===== src/rtl/ptw_pkg.sv =====
`default_nettype none
// ============================================================================
// Module   : ptw_pkg
// Purpose  : Shared constants and helpers for the multi-level page-table walker.
// Revision : 1.0 - initial release
// ============================================================================
package ptw_pkg;

    localparam logic [2:0] c_ST_IDLE  = 3'd0;
    localparam logic [2:0] c_ST_REQ   = 3'd1;
    localparam logic [2:0] c_ST_WAIT  = 3'd2;
    localparam logic [2:0] c_ST_DRAIN = 3'd3;
    localparam logic [2:0] c_ST_RESP  = 3'd4;

    localparam logic [1:0] c_FAULT_NONE       = 2'd0;
    localparam logic [1:0] c_FAULT_INVALID    = 2'd1;
    localparam logic [1:0] c_FAULT_MISALIGNED = 2'd2;
    localparam logic [1:0] c_FAULT_RESERVED   = 2'd3;

    localparam int c_PTE_V       = 0;
    localparam int c_PTE_R       = 1;
    localparam int c_PTE_W       = 2;
    localparam int c_PTE_X       = 3;
    localparam int c_PTE_PPN_LSB = 10;

    localparam int PTE_BYTES = 4;

    // VPN field for a given level; level 0 sits just above the page offset.
    function automatic logic [31:0] vpn_slice(input logic [63:0] vaddr,
                                              input logic [1:0]  lvl,
                                              input int          vpn_w);
        vpn_slice = 32'(vaddr >> (12 + int'(lvl) * vpn_w)) & ((32'd1 << vpn_w) - 32'd1);
    endfunction

endpackage
`default_nettype wire


===== src/rtl/ptw_pte_decode.sv =====
`default_nettype none
// ============================================================================
// Module   : ptw_pte_decode
// Purpose  : Combinational PTE decode: leaf detection, fault code, next base.
// Revision : 1.0 - initial release
// ============================================================================
module ptw_pte_decode
    import ptw_pkg::*;
#(
    parameter int PA_W  = 34,
    parameter int VPN_W = 10,
    parameter int PPN_W = 22
) (
    input  logic [31:0]     pte,
    input  logic [1:0]      lvl,
    output logic            leaf,
    output logic [1:0]      fault,
    output logic [PA_W-1:0] next_base
);

    logic [PPN_W-1:0] w_ppn;
    logic [PPN_W-1:0] w_mask;
    logic             w_unused;

    assign w_ppn     = pte[c_PTE_PPN_LSB +: PPN_W];
    assign next_base = PA_W'({w_ppn, 12'b0});
    assign w_unused  = ^pte[9:4];

    // PPN bits that a superpage at this level must leave clear.
    always_comb begin
        w_mask = '0;
        for (int i = 0; i < PPN_W; i++) begin
            w_mask[i] = (i < int'(lvl) * VPN_W);
        end
    end

    always_comb begin
        leaf  = 1'b0;
        fault = c_FAULT_NONE;
        if (!pte[c_PTE_V]) begin
            fault = c_FAULT_INVALID;
        end else if (pte[c_PTE_W] && !pte[c_PTE_R]) begin
            fault = c_FAULT_RESERVED;
        end else if (pte[c_PTE_R] || pte[c_PTE_X]) begin
            leaf = 1'b1;
            if ((lvl != 2'd0) && ((w_ppn & w_mask) != '0)) begin
                fault = c_FAULT_MISALIGNED;
            end
        end else if (lvl == 2'd0) begin
            fault = c_FAULT_INVALID;
        end
    end

endmodule
`default_nettype wire


===== src/rtl/ptw_multilevel.sv =====
`default_nettype none
// ============================================================================
// Module   : ptw_multilevel
// Purpose  : LEVELS-deep Sv32-style page-table walker with flush/abort.
//            Define PTW_WALK_CACHE_EN for a one-entry last-walk cache.
// Revision : 1.0 - initial release
// ============================================================================
module ptw_multilevel
    import ptw_pkg::*;
#(
    parameter int VA_W   = 32,
    parameter int PA_W   = 34,
    parameter int LEVELS = 2,
    parameter int VPN_W  = 10,
    parameter int PPN_W  = 22
) (
    input  logic             clk,
    input  logic             rst_n,
    input  logic [PPN_W-1:0] root_ppn_i,
    input  logic             flush_i,
    input  logic             ptw_req_valid_i,
    output logic             ptw_req_ready_o,
    input  logic [VA_W-1:0]  ptw_vaddr_i,
    output logic             ptw_resp_valid_o,
    input  logic             ptw_resp_ready_i,
    output logic [31:0]      ptw_pte_o,
    output logic [1:0]       ptw_level_o,
    output logic [1:0]       ptw_fault_o,
    output logic             mem_req_valid_o,
    input  logic             mem_req_ready_i,
    output logic [PA_W-1:0]  mem_addr_o,
    input  logic             mem_resp_valid_i,
    output logic             mem_resp_ready_o,
    input  logic [31:0]      mem_data_i
);

    localparam logic [1:0] c_TOP_LVL = 2'(LEVELS - 1);

    logic [2:0]       r_state;
    logic [VA_W-1:0]  r_vaddr;
    logic [PA_W-1:0]  r_base;
    logic [1:0]       r_lvl;
    logic [31:0]      r_pte;
    logic [1:0]       r_fault;

    logic [VPN_W-1:0] w_vpn;
    logic [PA_W-1:0]  w_mem_addr;
    logic [PA_W-1:0]  w_root_base;
    logic             w_leaf;
    logic [1:0]       w_fault;
    logic [PA_W-1:0]  w_next_base;
    logic             w_done;
    logic             w_wc_hit;
    logic [PA_W-1:0]  w_wc_base;

    assign w_vpn       = VPN_W'(vpn_slice(64'(r_vaddr), r_lvl, VPN_W));
    assign w_mem_addr  = r_base + PA_W'(w_vpn) * PA_W'(PTE_BYTES);
    assign w_root_base = PA_W'({root_ppn_i, 12'b0});
    assign w_done      = w_leaf || (w_fault != c_FAULT_NONE);

    ptw_pte_decode #(
        .PA_W  (PA_W),
        .VPN_W (VPN_W),
        .PPN_W (PPN_W)
    ) u_decode (
        .pte       (mem_data_i),
        .lvl       (r_lvl),
        .leaf      (w_leaf),
        .fault     (w_fault),
        .next_base (w_next_base)
    );

`ifdef PTW_WALK_CACHE_EN
    localparam int c_HI_W = (LEVELS - 1) * VPN_W;

    logic             r_wc_valid;
    logic [PPN_W-1:0] r_wc_root;
    logic [c_HI_W-1:0] r_wc_vpn;
    logic [PA_W-1:0]  r_wc_base;
    logic [PPN_W-1:0] r_root;
    logic             w_wc_write;

    // Capture the level-0 table base as the walk descends out of level 1.
    assign w_wc_write = (r_state == c_ST_WAIT) && mem_resp_valid_i && !flush_i
                        && !w_done && (r_lvl == 2'd1);
    assign w_wc_hit   = r_wc_valid && !flush_i && (r_wc_root == root_ppn_i)
                        && (r_wc_vpn == ptw_vaddr_i[VA_W-1 -: c_HI_W]);
    assign w_wc_base  = r_wc_base;

    always_ff @(posedge clk) begin
        if (!rst_n) begin
            r_root <= '0;
        end else if ((r_state == c_ST_IDLE) && ptw_req_valid_i) begin
            r_root <= root_ppn_i;
        end
    end

    always_ff @(posedge clk) begin
        if (!rst_n || flush_i) begin
            r_wc_valid <= 1'b0;
            r_wc_root  <= '0;
            r_wc_vpn   <= '0;
            r_wc_base  <= '0;
        end else if (w_wc_write) begin
            r_wc_valid <= 1'b1;
            r_wc_root  <= r_root;
            r_wc_vpn   <= r_vaddr[VA_W-1 -: c_HI_W];
            r_wc_base  <= w_next_base;
        end
    end
`else
    assign w_wc_hit  = 1'b0;
    assign w_wc_base = '0;
`endif

    always_ff @(posedge clk) begin
        if (!rst_n) begin
            r_state <= c_ST_IDLE;
            r_vaddr <= '0;
            r_base  <= '0;
            r_lvl   <= 2'd0;
            r_pte   <= '0;
            r_fault <= c_FAULT_NONE;
        end else begin
            case (r_state)
                c_ST_IDLE: begin
                    if (ptw_req_valid_i) begin
                        r_vaddr <= ptw_vaddr_i;
                        r_state <= c_ST_REQ;
                        if (w_wc_hit) begin
                            r_base <= w_wc_base;
                            r_lvl  <= 2'd0;
                        end else begin
                            r_base <= w_root_base;
                            r_lvl  <= c_TOP_LVL;
                        end
                    end
                end
                c_ST_REQ: begin
                    if (flush_i) begin
                        r_state <= mem_req_ready_i ? c_ST_DRAIN : c_ST_IDLE;
                    end else if (mem_req_ready_i) begin
                        r_state <= c_ST_WAIT;
                    end
                end
                c_ST_WAIT: begin
                    // A beat arriving with the flush is consumed here, so nothing is left to drain.
                    if (mem_resp_valid_i) begin
                        if (flush_i) begin
                            r_state <= c_ST_IDLE;
                        end else if (w_done) begin
                            r_pte   <= mem_data_i;
                            r_fault <= w_fault;
                            r_state <= c_ST_RESP;
                        end else begin
                            r_base  <= w_next_base;
                            r_lvl   <= r_lvl - 2'd1;
                            r_state <= c_ST_REQ;
                        end
                    end else if (flush_i) begin
                        r_state <= c_ST_DRAIN;
                    end
                end
                c_ST_DRAIN: begin
                    if (mem_resp_valid_i) begin
                        r_state <= c_ST_IDLE;
                    end
                end
                c_ST_RESP: begin
                    if (flush_i || ptw_resp_ready_i) begin
                        r_state <= c_ST_IDLE;
                    end
                end
                default: r_state <= c_ST_IDLE;
            endcase
        end
    end

    assign ptw_req_ready_o  = (r_state == c_ST_IDLE);
    assign mem_req_valid_o  = (r_state == c_ST_REQ);
    assign mem_addr_o       = (r_state == c_ST_REQ) ? w_mem_addr : '0;
    assign mem_resp_ready_o = (r_state == c_ST_WAIT) || (r_state == c_ST_DRAIN);
    assign ptw_resp_valid_o = (r_state == c_ST_RESP);
    assign ptw_pte_o        = r_pte;
    assign ptw_level_o      = r_lvl;
    assign ptw_fault_o      = r_fault;

endmodule
`default_nettype wire

===== config.mk =====
export PLATFORM = sky130hd
export DESIGN_NAME = ptw_multilevel
export DESIGN_NICKNAME = d
export VERILOG_FILES = /design/src/rtl/ptw_pkg.sv /design/src/rtl/ptw_pte_decode.sv /design/src/rtl/ptw_multilevel.sv
export SDC_FILE = /design/constraint.sdc
export NUM_CORES = 1
export LEC_CHECK = 0
export BUFFER_PORTS_ARGS = -buffer_cell sky130_fd_sc_hd__buf_2
export CORE_AREA = 2 2 114 116
export CTS_CLUSTER_DIAMETER = 100
export CTS_CLUSTER_SIZE = 24
export DETAILED_ROUTE_END_ITERATION = 8
export DIE_AREA = 0 0 116 118
export HOLD_SLACK_MARGIN = 0.08
export PLACE_DENSITY = 0.73
export SKIP_CTS_REPAIR_TIMING = 1
export SYNTH_ARGS = -nofsm -noshare
export SYNTH_HDL_FRONTEND = slang
export SYNTH_SLANG_ARGS = --single-unit
export TNS_END_PERCENT = 50

===== constraint.sdc =====
create_clock -name clk -period 6 [get_ports clk]
set_input_delay 0.6 -clock clk [delete_from_list [all_inputs] [get_ports clk]]
set_output_delay 0.6 -clock clk [all_outputs]
set_load 0.005 [all_outputs]

==> summary.txt <==
Outcome
  • Status: finished, final reports clean

Global route
  • First-pass GRT wire length: 20910 µm
  • Largest net degree at the start of global routing: 52
  • Number of antenna violations at the first check in global routing: 0
  • Vias in the first global route: 4189
  • Total global-route track usage: 19.24%
  • Gr ovfl total: 0

Worst hold path
  • Worst Hold Path Cells: 2
  • Worst Hold Class: flop to flop

Clock network
  • Clk slew on worst S/H paths: ~70 ps
  • CTS root buf: clkbuf_16
  • CTS tree: yes
  • Num CTS Buffers: 9
  • Bufs on Longest Clock Path: 2
  • Num Clock Sinks: between 90 and 100
  • Number of H-tree levels: 3
  • Clk Latency, worst-skew pair: 350 ps

Critical path
  • Reg2Reg Depth: 8
  • Worst Path Max Fanout: 42
  • CP Data Required Time: 5400 ps
  • CP Cell Sequence: buf_4 > inv_1 > ha_1 > mux4_2 > and2_0 > a211oi_1 > nor3_1 > buf_2
  • CP bufs+invs: 3
  • Crit-path leading delay family: buffers and inverters
  • Critical Path Source Type: flop
  • Max stage delay cell, worst path: ha_1
  • Crit path arrival time: approximately 3300 ps
  • Stages on worst setup path: 8
  • CP max stage delay: 820 ps
  • CP Class: flop to output pin
  • R2r setup slk: about 3000 ps
  • Crit end category: output pin

STA
  • Crit path time final: 3854 ps
  • Clock skew: ~8 ps
  • Slew Viols, Final: 0
  • Max-slew headroom: 24.80%
  • Max Fclk: 0.2595 GHz
  • Final Hold Viols: 0
  • RSZ-0062 raised after global routing: no
  • Final setup vio count: 0
  • Worst-margin pin slew: 1124 ps
  • Tcrit/Tclk final: 64.23%
  • Total Neg Setup Slack: 0 ps

Floorplan
  • Die span in x: between 100 and 150 µm
  • I/O Pins: about 170
  • Die height: 118 µm
  • Row cnt: 41
  • Initial Utilization: about 39%
  • Core Area: 0.01241 mm²
  • Die Area: 0.01369 mm²

Synth
  • Gate Count Post-Synth: 589
  • Number of flops mapped to enable cells by yosys: 0
  • Count leader, synth: nand2_1
  • Seq/Total Area, Yosys: 38.28%
  • Ys async rst share: 0%
  • Yosys reg bits: 93
  • Post-synth top flop: dfxtp_1
  • Synth warn: 0
  • Cell types with the highest counts after synthesis: nand2_1, dfxtp_1, a21oi_1
  • Avg Inst Size Synth: between 8 and 9 µm²
  • Synth area leaders: dfxtp_1, nand2_1, mux2i_1
  • Synth unique cells: 41
  • Synthesized cell area: 0.004863 mm²
  • Yosys top cell by area: dfxtp_1
  • Post-synth top area share: about two fifths

Job
  • Max-cap violations: 0

Power and ir drop
  • Worst vdd ir: 0.1008 mV
  • Leakage power: 2.535 nW
  • Power density over cell area: 262.9 mW/mm²
  • Total Power: 0.001600 W

Cells and area
  • Synth-to-layout area growth: 25.19%
  • Storage element area: between 0.0015 and 0.002 mm²
  • # fillers: around 1200
  • Final Core Density: 49.04%
  • Layout cells sized above 1: 29.63%
  • Final nets: 823
  • N_diodes: 0
  • Area of the multi-input gates: 0.002774 mm²
  • Fin area: 0.006088 mm²

Drt
  • Vias per cell: 5.154
  • Vias: 4644
  • DRT iter0 DRCs: 264
  • DRC errors left: 0
  • Wire length per cell: 14.94 µm
  • Total wire length: 13460 µm
  • TritonRoute pass-1 iters: 4
  • DRT antenna net count: 0

Placed design
  • Placement Cell Area: 0.005767 mm²
  • GP Congestion: 0.8631
  • IO buf count: 164
  • Placed wire-length estimate: 9677 µm
placed cells by master, fill, tap and decap left out, drive strengths merged, types with 11 or more instances in the layout:
cell	n
a211oi	28
a21oi	72
and2	26
buf	172
dfxtp	93
inv	11
mux2i	43
mux4	18
nand2	146
nor2	43
report_power, final:
part	internal (W)	total, W	switching, W
registers	0.000656	0.000687	0.0000307
clock network	0.000367	0.000619	0.000252
logic	0.000132	0.000294	0.000162
area by class of cell:
type	count	share of cell area (%)
well taps	172	3.535
repair buffers	172	14.47
flip-flops and latches	93	30.60
clock inverters	7	1.582
clock buffers	9	3.699
multi-input cells	439	45.56
inverters	9	0.5549
registers in the layout, indices dropped and copies added, names as in the netlist:
signal and count:
ptw_level_o 2, r_base 22, r_vaddr 32, r_state 3, ptw_fault_o 2, ptw_pte_o 32
kinds of logic (layout without fill, tap and decap cells):
kind of cell	Yosys count	after routing	share of synthesized area [%]
AO/OA/AOI/OAI	123	123	15.33
AND/OR/NAND/NOR	246	246	22.18
multiplexers	61	61	17.19
buffers and inverters	58	197	5.223
XOR/XNOR	1	1	0.1801
adder cells (fa/ha/maj)	6	6	1.544
flip-flops	93	93	38.28
other	1	2	0.07711
worst register-to-register path, cell delays in order (launching register included):
cell and delay (ps):
dfxtp_2 310, buf_4 490, inv_1 260, ha_1 300
inv_1 60, nand4_1 210, a2bb2oi_4 940, and3_1 270
nor3_1 40
metal layers:
layer | GRT usage, % | wire (µm) | vias to the layer above
li1 | - | - | 2302
met1 | 24.63 | 5762 | 2145
met2 | 31.87 | 6483 | 180
met3 | 3.811 | 974 | 17
met4 | 7.068 | 240 | 0
met5 | 0 | 0 | -
worst paths after layout:
path / end / startpoint
setup / recovery: mem_addr_o[8] / ptw_level_o[0]$_SDFFE_PN0P_
hold / removal: ptw_pte_o[25]$_SDFFE_PN0P_ / ptw_pte_o[25]$_SDFFE_PN0P_
setup reg to reg: ptw_level_o[0]$_SDFFE_PN0P_ / ptw_level_o[0]$_SDFFE_PN0P_
hold reg to reg: ptw_pte_o[25]$_SDFFE_PN0P_ / ptw_pte_o[25]$_SDFFE_PN0P_
stage by stage:
stage | instances | setup slack [ps] | hold slack [ps]
6_report | 901 | 2146 | 449.5
5_1_grt | 901 | 1877 | 474.3
4_1_cts | 901 | 2132 | 453.8
3_5_place_dp | 885 | 2531 | 444.4
3_3_place_gp | 885 | 2593 | 438.6
2_1_floorplan | 590 | 2933 | 433.1
No activity file was read; power rests on OpenSTA's default activity.
